$ cat src/rtl/hit_envelope_gen.sv
// Hit-to-duty envelope generator (attack/hold/decay) ahead of the PWM serializer.
// Optional: define HIT_ENV_EXP_DECAY_EN for duty>>3 (min 1) decay steps.
module hit_envelope_gen #(
  parameter int TICK_DIV    = 100000,
  parameter int SOFT_DUTY   = 50,
  parameter int HARD_DUTY   = 99,
  parameter int ATTACK_STEP = 10,
  parameter int DECAY_STEP  = 1,
  parameter int HOLD_TICKS  = 20
) (
  input  logic       clk,
  input  logic       reset_n,
  input  logic [1:0] hit_in,
  output logic [6:0] duty_cycle,
  output logic [1:0] hit_out,
  output logic       busy
);

  typedef enum logic [1:0] {
    IDLE,
    ATTACK,
    HOLD,
    DECAY
  } state_t;

  localparam int PW = (TICK_DIV > 1) ? $clog2(TICK_DIV) : 1;
  localparam int HW = (HOLD_TICKS > 1) ? $clog2(HOLD_TICKS) : 1;

  localparam logic [PW-1:0] PS_LAST   = PW'(TICK_DIV - 1);
  localparam logic [HW-1:0] HOLD_LAST = HW'(HOLD_TICKS - 1);
  localparam logic [6:0]    SOFT_T    = 7'(SOFT_DUTY);
  localparam logic [6:0]    HARD_T    = 7'(HARD_DUTY);
  localparam logic [8:0]    ATK       = 9'(ATTACK_STEP);

  state_t          state;
  logic [PW-1:0]   presc;
  logic [HW-1:0]   hold_cnt;
  logic [1:0]      hit_q;
  logic            armed;
  logic [6:0]      target;

  logic            ev;
  logic            accept;
  logic            tick;
  logic [6:0]      ev_tgt;
  logic [8:0]      atk_sum;
  logic [6:0]      dec_step;
  logic [6:0]      dec_next;

  function automatic logic [1:0] strength(input logic [1:0] h);
    logic [1:0] s;
    s = 2'd0;
    unique case (1'b1)
      h[1]:          s = 2'd2;
      (h == 2'b01):  s = 2'd1;
      default:       s = 2'd0;
    endcase
    return s;
  endfunction

  // the level present at reset release is history, not a fresh hit
  assign ev = armed && (hit_in != 2'b00) &&
              ((hit_q == 2'b00) ||
               (strength(hit_in) > strength(hit_q)));

  assign ev_tgt  = hit_in[1] ? HARD_T : SOFT_T;
  assign accept  = ev && (ev_tgt >= duty_cycle);
  assign tick    = (state != IDLE) && (presc == PS_LAST);
  assign atk_sum = {2'b00, duty_cycle} + ATK;

`ifdef HIT_ENV_EXP_DECAY_EN
  assign dec_step = (duty_cycle[6:3] != 4'd0) ?
                    {3'b000, duty_cycle[6:3]} : 7'd1;
`else
  assign dec_step = 7'(DECAY_STEP);
`endif

  assign dec_next = (duty_cycle > dec_step) ?
                    (duty_cycle - dec_step) : 7'd0;

  assign busy = (state != IDLE);

  always_ff @(posedge clk or negedge reset_n) begin
    if (!reset_n) begin
      state      <= IDLE;
      presc      <= '0;
      hold_cnt   <= '0;
      hit_q      <= 2'b00;
      armed      <= 1'b0;
      target     <= 7'd0;
      duty_cycle <= 7'd0;
      hit_out    <= 2'b00;
    end else begin
      hit_q <= hit_in;
      armed <= 1'b1;
      if (accept) begin
        state   <= ATTACK;
        presc   <= '0;
        hit_out <= hit_in;
        target  <= ev_tgt;
      end else if (state == IDLE) begin
        presc <= '0;
      end else begin
        presc <= tick ? '0 : presc + 1'b1;
        if (tick) begin
          case (state)
            ATTACK: begin
              if (atk_sum >= {2'b00, target}) begin
                duty_cycle <= target;
                state      <= HOLD;
                hold_cnt   <= '0;
              end else begin
                duty_cycle <= atk_sum[6:0];
              end
            end
            HOLD: begin
              if (hold_cnt == HOLD_LAST) state <= DECAY;
              else hold_cnt <= hold_cnt + 1'b1;
            end
            DECAY: begin
              duty_cycle <= dec_next;
              if (dec_next == 7'd0) begin
                state   <= IDLE;
                hit_out <= 2'b00;
              end
            end
            default: ;
          endcase
        end
      end
    end
  end

endmodule

$ cat config.mk
export PLATFORM = sky130hd
export DESIGN_NAME = hit_envelope_gen
export DESIGN_NICKNAME = d
export VERILOG_FILES = /design/src/rtl/hit_envelope_gen.sv
export SDC_FILE = /design/constraint.sdc
export NUM_CORES = 1
export LEC_CHECK = 0
export BUFFER_PORTS_ARGS = -buffer_cell sky130_fd_sc_hd__buf_4
export CORE_MARGIN = 3
export CORE_UTILIZATION = 60
export CTS_CLUSTER_SIZE = 10
export DETAILED_ROUTE_END_ITERATION = 10
export HOLD_SLACK_MARGIN = 0.12
export PLACE_DENSITY = 0.79
export SETUP_SLACK_MARGIN = 0.4
export SLEW_MARGIN = 10
export SYNTH_ARGS = -nofsm -noshare
export SYNTH_HDL_FRONTEND = slang
export SYNTH_SLANG_ARGS = --single-unit
$ cat constraint.sdc
create_clock -name clk -period 3.3 [get_ports clk]
set_input_delay 0.495 -clock clk [delete_from_list [all_inputs] [get_ports clk]]
set_output_delay 0.495 -clock clk [all_outputs]
set_load 0.1 [all_outputs]
==> out/results.ini, run 1 <==
[clock_tree]
clkTransAtPathRegs_ps=80
cts_buffers=5
clock_latency_ps=300
cts_tree=yes
cts_root_buffer=clkbuf_8
clk_path_buf_depth=2
htree_levels=2
clock_sinks=39

[floorplan]
die-area_um2=5239
row_count=23
ios=14
start_util_pct=64.24
core_um2=4115
die_height_um=72.38
die_x_um=72.38

[worst_setup_path]
critPathMaxStageDelay_ps=530
crit_chain=ha_4, o21ai_4, xnor2_2, ha_1, a2111oi_4, o211ai_1, a311oi_2, buf_2, o31ai_1, a21oi_1, nor2_2
startpoint_type=flip-flop
worstPathRequired_ps=3480
worstSetupPathType=flip-flop to flip-flop
arrival_ps=3040
critPathCaptureType=flip-flop
cp_max_fo=7
critPathSlowestCell=dfrtp_4

[finish]
final-instance-count-excl-fill=354
multi_input_area_um2=1593
syn_to_final_growth_pct=14.20
utilization_pct=73.37
drive_gt1_share_pct=18.42
diodes=0
regArea_um2=989.7
layout.nets=329
n_fill_cell=304

[place]
dp_slack_ps=432.6
gp_congestion=0.8912
io_buffers=13
place_hpwl_um=4085
dpl.cell_count=339

[logic_synthesis]
synth_ff_type=dfrtp_1
syn_inst=282
syn_avg_cell_area_um2=9.375
ys_async_sr_fraction_pct=100.0
ys_types=61
ys_warn_count=0
ys_seq_area_share_pct=36.91
yosys.area.top_type=dfrtp_1
synth_edf_count=0
yosysTopAreaCellShare_pct=36.91
syn_area_um2=2644
synth_area_leaders=dfrtp_1 37%, ha_1 10%, xor2_1 4.0%, o21ai_0 3.4%, nor2_1 3.3%
ys_ff_latch=39
synth_nets=308

[global_routing]
antenna_found_initial=0
grt_overflow=0
grt_pass1_vias=2081
grtUsageTotal_pct=23.13
grt_max_degree=40
grt_pass1_wl_um=9708

[pwr]
leakage_nw=1.350
irDropWorstVdd_uv=222.8
p_per_area_nw_per_um2=434.6

[drt]
vias_per_cell=6.220
drt_iter0_markers=187
vias=2202
wl_um=5994
drc_errors=0
ant_nets=0
wl_per_cell_um=16.93
firstDrtPassIters=4

[timing]
min_period_ps=2859
worst_pin_slew_ps=634.6
fmax_mhz=349.8
slew_headroom_pct=57.30
finalWorstSetupSlack_ps=441.4
fin_crit_sh_pct=86.62
clock_skew_ps=9.470
rsz0062_at_grt=yes
slew_violations=0
hold_viol=0
hold_ws_ps=152.3
fin_setup_tns_ps=0
setup_viol=0

[status]
status=finished, final reports clean

[job]
drv_cap=0

[min_path]
hold_path.class=input pin to async pin

==> cell families (layout without fill, tap and decap cells) <==
kind of cell / count (synthesis) / count (layout) / synth area share [%]
simple gates: 107 / 107 / 23.43
compound gates: 64 / 64 / 17.18
buf+inv: 28 / 50 / 4.922
flops: 39 / 39 / 36.91
mux: 1 / 1 / 0.3786
xor+xnor: 20 / 20 / 6.626
other cells: 1 / 1 / 0.1418
fa+ha+maj: 22 / 22 / 10.41
==> state kept, by name, summed over array words and instances, names as in the netlist <==
signal / flops
state: 2
presc: 17
armed: 1
hit_q: 2
hit_out: 2
hold_cnt: 5
target: 3
duty_cycle: 7
==> power breakdown <==
group	total [mW]	leakage, nW	switching (mW)	internal, mW
combinational	0.275	0.802	0.175	0.0999
sequential	0.554	0.482	0.0349	0.519
clock	0.483	0.0654	0.181	0.303
==> repair_timing <==
action,4_1_cts,5_1_grt
hold buffers,0,0
endpoints found under the setup margin,0,15
resized for setup,0,9
setup buffers,0,6
hold endpoints to repair,0,0
==> through the flow <==
stage | cell area (um^2) | power, mW
floorplan | 2673 | 0.7569
global placement | 2790 | 0.8126
detailed placement | 2790 | 0.8186
CTS | 2923 | 1.299
global route | 3019 | 1.357
finish | 3019 | 1.312
==> synthesized netlist by cell type, types with 2 or more instances <==
master	instances
a211oi_1	2
nand4b_4	2
buf_4	4
nand3b_1	2
nand3_1	15
nor3_1	6
o21ai_1	6
xnor2_1	8
nor2b_1	5
a21oi_1	10
o211ai_1	4
nor4_1	2
and3_1	7
o22ai_1	4
dfrtp_1	39
xor2_1	12
and4_1	2
nand2b_1	4
nor2_1	23
inv_1	20
nor3b_1	2
o31ai_1	3
nand2_1	19
nor2_2	2
nand4_1	3
or3_1	2
o21ai_0	18
buf_2	2
ha_1	22
==> cell usage in the layout, fill, tap and decap left out, types with 3 or more instances in the layout <==
| master | n |
|---|---|
| dfrtp_1 | 34 |
| clkbuf_8 | 5 |
| and3_1 | 7 |
| nand2_1 | 19 |
| o21ai_0 | 17 |
| xor2_1 | 12 |
| nor2b_1 | 5 |
| o21ai_1 | 6 |
| o22ai_1 | 3 |
| a21oi_1 | 9 |
| o31ai_1 | 3 |
| xnor2_1 | 7 |
| nor3_1 | 6 |
| inv_1 | 20 |
| buf_4 | 20 |
| nor2_1 | 23 |
| o211ai_1 | 4 |
| nand4_1 | 3 |
| nand2b_1 | 4 |
| nand3_1 | 15 |
| ha_1 | 21 |
| dfrtp_4 | 3 |
==> path summary, 6_finish.rpt <==
| kind | startpoint | end | slack (ps) | depth (start not counted) |
|---|---|---|---|---|
| max reg2reg | duty_cycle[2] | duty_cycle[0] | 440 | 11 |
| min in group clk | hit_in[0] | hit_q[0] | 330 | 1 |
| min | reset_n | hit_q[1] | 150 | 1 |
| max | duty_cycle[2] | duty_cycle[0] | 440 | 11 |
| min reg2reg | presc[0] | presc[0] | 490 | 1 |
| max in group asynchronous | reset_n | duty_cycle[2] | 2770 | 1 |
==> cell type report <==
type,instances,area share (%)
Timing Repair Buffer,22,5.512
Clock inverter,2,1.989
Clock buffer,6,2.404
Multi-Input combinational cell,215,52.76
Sequential cell,39,32.78
Tap cell,50,2.072
Inverter,20,2.487
==> routing by layer <==
layer	track usage (%)	part of all wire [%]	vias to the layer above
met5	0	0	-
met4	6.967	1.5	0
met3	4.986	6.1	14
met2	35.49	47	79
met1	32.86	45	1062
li1	-	-	1047
==> critical path: cells and delay by family, from the launching register on <==
kind            cells  cell delay [ps]
compound gates      6             1280
xor+xnor            1              100
fa+ha+maj           2              540
buf+inv             1              240
flops               1              530
simple gates        1               60
Note: power is estimated with default switching activity, not from simulation.
==> run 2: changes to the inputs <==
--- a/config.mk
+++ b/config.mk
@@ -12,6 +12,7 @@
 export DETAILED_ROUTE_END_ITERATION = 10
 export HOLD_SLACK_MARGIN = 0.12
 export PLACE_DENSITY = 0.79
+export REMOVE_ABC_BUFFERS = 1
 export SETUP_SLACK_MARGIN = 0.4
 export SLEW_MARGIN = 10
 export SYNTH_ARGS = -nofsm -noshare
==> run 2 against run 1 <==
Compared with the run above: final cell count shrank 0.56%; sequential share of layout area shrank 0.21 points; clock-buffer cell count is the same; clock power shrank 13%; critical path depth grew 1; first-iteration DRC count shrank 34%; setup slack lost 14 ps; worst hold slack gained 5.5 ps; combinational power grew 6%; global-route usage grew 1.3 points; maximum frequency shrank 0.47%; register-to-register slack is essentially flat.
==> out/results.ini, run 2 (synthesis results as in run 1) <==
[worst_setup_path]
crit_cells=12  ; +1
worstSetupPathType=flip-flop to flip-flop
arrival_ps=3090  ; +50 ps
reg2reg_slack_ps=430  ; about the same
worstPathRequired_ps=3520  ; +40 ps
crit_top_cell=ha_4
crit_family=compound AO/OA/AOI/OAI gates
critPathCaptureType=flip-flop
critPathSlowestCell=dfrtp_2
cp_max_fo=5  ; -2
critPathMaxStageDelay_ps=430  ; -100 ps
startpoint_type=flip-flop
critPathBufInv=2  ; +1
ff2ff_path_depth=12  ; +1
crit_chain=ha_4, o21ai_2, xnor2_2, ha_4, a2111oi_4, o211ai_1, a311oi_2, buf_4, buf_12, a211o_1, o21ai_1, a21oi_1

[clock_tree]
clock_sinks=39  ; unchanged
clkTransAtPathRegs_ps=80  ; about the same
clock_latency_ps=300  ; about the same
clk_path_buf_depth=2  ; unchanged
cts_tree=yes
cts_buffers=5  ; unchanged
cts_hold_buf=0  ; unchanged
htree_levels=2  ; unchanged
cts_root_buffer=clkbuf_8

[finish]
n_fill_cell=295  ; -3.0%
largest_reg_flops=17  ; unchanged
drive_gt1_share_pct=18.21  ; -0.21 points
regMostFlops=presc
multi_input_area_um2=1610  ; +1.1%
regArea_um2=979.7  ; -1.0%
diodes=0  ; unchanged
layout.nets=327  ; -0.61%
final_common_cell=dfrtp_1
utilization_pct=73.09  ; -0.27 points
final_cell_mix=36 x dfrtp_1, 23 x nor2_1, 20 x inv_1, 20 x ha_1
syn_to_final_growth_pct=13.77
reg_top3=presc: 17 flops, duty_cycle: 7 flops, hold_cnt: 5 flops

[drt]
drc_errors=0  ; unchanged
vias_per_cell=6.224  ; about the same
vias=2191  ; -0.50%
firstDrtPassIters=4  ; unchanged
drt_iter0_markers=124  ; -34%
ant_nets=0  ; unchanged
wl_um=6091  ; +1.6%
wl_per_cell_um=17.30  ; +2.2%

[floorplan]
ios=14  ; unchanged
start_util_pct=64.24  ; unchanged
die_x_um=72.38  ; unchanged
die-area_um2=5239  ; unchanged
core_um2=4115  ; unchanged
die_height_um=72.38  ; unchanged
row_count=23  ; unchanged

[global_routing]
grt.busiest_layer=met2
grtUsageTotal_pct=24.45  ; +1.3 points
gr-usage-met1_pct=32.74  ; -0.12 points
grt_max_degree=40  ; unchanged
grt.met3_usage_pct=5.817  ; +0.83 points
met2_usage_pct=39.03  ; +3.5 points
antenna_found_initial=0  ; unchanged
grt_pass1_wl_um=10050  ; +3.5%
grt_pass1_vias=2129  ; +2.3%
grt_overflow=0  ; unchanged

[timing]
hold_ws_ps=157.8  ; +5.542 ps
fin_crit_sh_pct=87.03  ; +0.41 points
min_period_ps=2872  ; +13.55 ps
hold_viol=0  ; unchanged
slew_headroom_pct=60.09  ; +2.8 points
rsz0062_at_grt=yes
slew_violations=0  ; unchanged
worst_pin_slew_ps=593.1  ; -41.53 ps
clock_skew_ps=9.693  ; +0.2235 ps
setup_viol=0  ; unchanged
fmax_mhz=348.2  ; -0.47%

[place]
place_hpwl_um=4142  ; +1.4%
gp_congestion=0.9614  ; +7.9%
io_buffers=13  ; unchanged

[min_path]
hold_path.class=input pin to async pin

[job]
drv_cap=0  ; unchanged

[status]
status=finished, final reports clean

[pwr]
irDropWorstVdd_uv=245.4  ; +10%
p_per_area_nw_per_um2=421.9  ; -2.9%
leakage_nw=1.350  ; about the same

-- run 2: worst reg2reg max path: cells and delay by family, from the launching register on --
kind            cells  cell delay (ps)
xor+xnor            1              180
flops               1              430
buf+inv             2              320
compound gates      7             1390
fa+ha+maj           2              460
-- run 2: where the power goes --
| group | switching (mW) | leakage, nW | internal [mW] | total, mW |
|---|---|---|---|---|
| Sequential | 0.0392 | 0.484 | 0.519 | 0.559 |
| Clock | 0.175 | 0.0612 | 0.245 | 0.420 |
| Combinational | 0.172 | 0.805 | 0.119 | 0.291 |
| Total | 0.386 | 1.35 | 0.883 | 1.27 |
-- run 2: per-stage QoR --
stage          cell area, um^2  TNS (ps)  power, mW  instances  setup WS [ps]
6_report                  3008         0      1.269        352          427.9
5_1_grt                   3008         0      1.321        352          345.2
4_1_cts                   2948         0      1.271        352          459.5
3_5_place_dp              2771         0     0.8199        340          158.6
3_3_place_gp              2771         0     0.8123        340          330.2
2_1_floorplan             2589     -4792     0.7475        274         -443.5
-- run 2: per-layer routing --
layer / up-vias / wire length [um]
li1: 1044 / -
met1: 1047 / 2682
met2: 81 / 2870
met3: 19 / 386
met4: 0 / 151
met5: - / 0
-- run 2: cell type report --
class | count | share of cell area (%)
multi-input cells | 215 | 53.54
well taps | 50 | 2.080
clock inverters | 2 | 1.165
flip-flops and latches | 39 | 32.57
clock buffers | 6 | 2.745
inverters | 20 | 2.496
repair buffers | 20 | 5.408
-- run 2: timing repair --
item                                   CTS  global route
gates resized for setup                  4            12
setup endpoints to repair               14            14
pin swaps                                3             8
endpoints found under the hold margin    0             0
setup buffers                            4             0
-- run 2: final timing paths --
path	from	to
max reg2reg	duty_cycle[1]	state[1]
min	reset_n	target[4]
max in group asynchronous	reset_n	duty_cycle[3]
min reg2reg	presc[0]	presc[0]
min in group clk	hit_in[0]	hit_q[0]
max	duty_cycle[1]	state[1]
==> run 3: changes to the inputs <==
--- a/config.mk
+++ b/config.mk
@@ -7,11 +7,11 @@
 export LEC_CHECK = 0
 export BUFFER_PORTS_ARGS = -buffer_cell sky130_fd_sc_hd__buf_4
 export CORE_MARGIN = 3
-export CORE_UTILIZATION = 60
+export CORE_UTILIZATION = 55
 export CTS_CLUSTER_SIZE = 10
 export DETAILED_ROUTE_END_ITERATION = 10
 export HOLD_SLACK_MARGIN = 0.12
-export PLACE_DENSITY = 0.79
+export PLACE_DENSITY = 0.74
 export REMOVE_ABC_BUFFERS = 1
 export SETUP_SLACK_MARGIN = 0.4
 export SLEW_MARGIN = 10
==> run 3 against run 2 <==
Compared with the run above: wire length down 4.4%; maximum frequency is 1.7% higher; worst hold slack improved by 12 ps; global-route usage decreased by 2.5 points; sequential power about the same; non-clock buffer count down 1; first-iteration DRC count down 42%; register-to-register slack gained 50 ps; clock power shrank 23%; clock-buffer cell count unchanged; via count fell by 2.1%; sequential share of layout area grew 1.0 points.
==> out/results.ini, run 3 (synthesis results as in run 1) <==
[status]
status=finished, final reports clean

[clock_tree]
clkTransAtPathRegs_ps=80  ; about the same
cts_tree=yes
cts_root_buffer=clkbuf_8
clock_latency_ps=290  ; about the same
htree_levels=2  ; unchanged
clk_path_buf_depth=2  ; unchanged
cts_buffers=5  ; unchanged
clock_sinks=39  ; unchanged

[timing]
setup_viol=0  ; unchanged
hold_ws_ps=170.1  ; +12.31 ps
clock_skew_ps=7.224  ; -2.469 ps
rsz0062_at_grt=no
fmax_mhz=354.1  ; +1.7%
fin_setup_tns_ps=0  ; unchanged
fin_crit_sh_pct=85.58  ; -1.5 points
finalWorstSetupSlack_ps=475.9  ; +48.07 ps
slew_violations=0  ; unchanged
hold_viol=0  ; unchanged
min_period_ps=2824  ; -48.07 ps
worst_pin_slew_ps=520.0  ; -73.12 ps
slew_headroom_pct=65.01  ; +4.9 points

[finish]
final_common_cell=dfrtp_1
largest_reg_flops=17  ; unchanged
diodes=0  ; unchanged
final-instance-count-excl-fill=352  ; unchanged
drive_gt1_share_pct=16.33  ; -1.9 points
reg_top3=presc: 17 flops, duty_cycle: 7 flops, hold_cnt: 5 flops
final_cell_mix=37 x dfrtp_1, 23 x nor2_1, 21 x ha_1
utilization_pct=64.69  ; -8.4 points
syn_to_final_growth_pct=10.22
layout.nets=326  ; -0.31%
n_fill_cell=375  ; +27%
multi_input_area_um2=1565  ; -2.8%
regMostFlops=presc
regArea_um2=978.4  ; -0.13%
fin_area_um2=2914  ; -3.1%

[drt]
highest_layer=met4
vias_per_cell=6.091  ; -2.1%
drt_iter0_markers=72  ; -42%
ant_nets=0  ; unchanged
wl_per_cell_um=16.54  ; -4.4%
wl_met3_um=247  ; -36%
firstDrtPassIters=4  ; unchanged
wl_met2_um=2821  ; -1.7%
drt-met1-wl_um=2657  ; -0.93%
vias=2144  ; -2.1%
wl_um=5821  ; -4.4%
drc_errors=0  ; unchanged

[floorplan]
die_height_um=75.33  ; +4.1%
start_util_pct=58.69  ; -5.6 points
die_x_um=75.33  ; +4.1%
die-area_um2=5675  ; +8.3%
ios=14  ; unchanged
row_count=24  ; +4.3%
core_um2=4504  ; +9.5%

[job]
drv_cap=0  ; unchanged

[pwr]
p_comb_share_pct=23.3  ; +0.4 points
p_sw_uw=365.3  ; -5.3%
p_int_uw=781.3  ; -12%
p_per_area_nw_per_um2=393.5  ; -6.7%
leakage_nw=1.312  ; -2.8%
clockPowerShare_pct=28.3  ; -4.8 points
irDropWorstVdd_uv=218.3  ; -11%
swShare_pct=31.86  ; +1.5 points
p_seq_share_pct=48.4  ; +4.4 points
power_mw=1.147  ; -9.7%

[global_routing]
grt_pass1_vias=2075  ; -2.5%
antenna_found_initial=0  ; unchanged
grtUsageTotal_pct=21.99  ; -2.5 points
grt_max_degree=40  ; unchanged
grt_pass1_wl_um=9680  ; -3.6%
grt_overflow=0  ; unchanged

[place]
dpl.cell_count=342  ; +0.59%
gp_congestion=0.9190  ; -4.4%
place_hpwl_um=4219  ; +1.9%
dp_slack_ps=134.3  ; -24.22 ps
io_buffers=13  ; unchanged
placed_area_um2=2774  ; about the same

[worst_setup_path]
worstSetupPathType=flip-flop to flip-flop
worstPathRequired_ps=3500  ; -20 ps
cp_max_fo=7  ; +2
arrival_ps=3030  ; -60 ps
critPathCaptureType=flip-flop
startpoint_type=flip-flop

[min_path]
hold_path.class=input pin to async pin

[run 3: cell count changes in the layout (fill, tap and decap cells not counted), sizes merged]
cell,previous run,this run
bufinv,1,0
buf,20,19
[run 3: layout make-up]
cell class	instances	share of cell area, %
multi-input cells	215	53.71
flip-flops and latches	39	33.58
repair buffers	19	4.895
clock buffers	6	2.834
inverters	20	2.576
well taps	52	2.233
clock inverters	1	0.1717
[run 3: layer usage]
layer  up-vias  GRT usage (%)
met2        52          35.67
li1       1038              -
met5         -              0
met3        14          4.354
met4         0          6.019
met1      1040          30.10
[run 3: final timing paths]
check	depth (start not counted)	endpoint	slack, ps	startpoint
max in group asynchronous	1	duty_cycle[3]	2750	reset_n
min in group clk	1	hit_q[0]	340	hit_in[0]
setup / recovery	11	duty_cycle[1]	480	duty_cycle[1]
setup reg to reg	11	duty_cycle[1]	480	duty_cycle[1]
hold / removal	1	armed	170	reset_n
hold reg to reg	1	presc[0]	510	presc[0]
[run 3: power groups by stage]
stage          logic (mW)  clock network (mW)  registers, mW
6_report            0.267               0.324          0.556
5_1_grt             0.292               0.356          0.561
4_1_cts             0.266               0.333          0.556
3_5_place_dp        0.256                   0          0.565
3_3_place_gp        0.250                   0          0.564
2_1_floorplan       0.143                   0          0.605
[run 3: critical path, cell delays in order, from the launching register on]
cell       delay [ps]
dfrtp_2           430
ha_2              230
o21ai_2           130
xnor2_1           170
ha_1              310
a2111oi_4         290
o211ai_1          150
a311oi_2          310
buf_4             210
o21ai_1           130
o22a_1            230
o22ai_1           140
[run 3: repair_timing]
item	CTS	global route
setup endpoints to repair	14	14
setup buffers	1	2
resized for setup	2	7
pin swaps	1	5
hold buffers	0	0
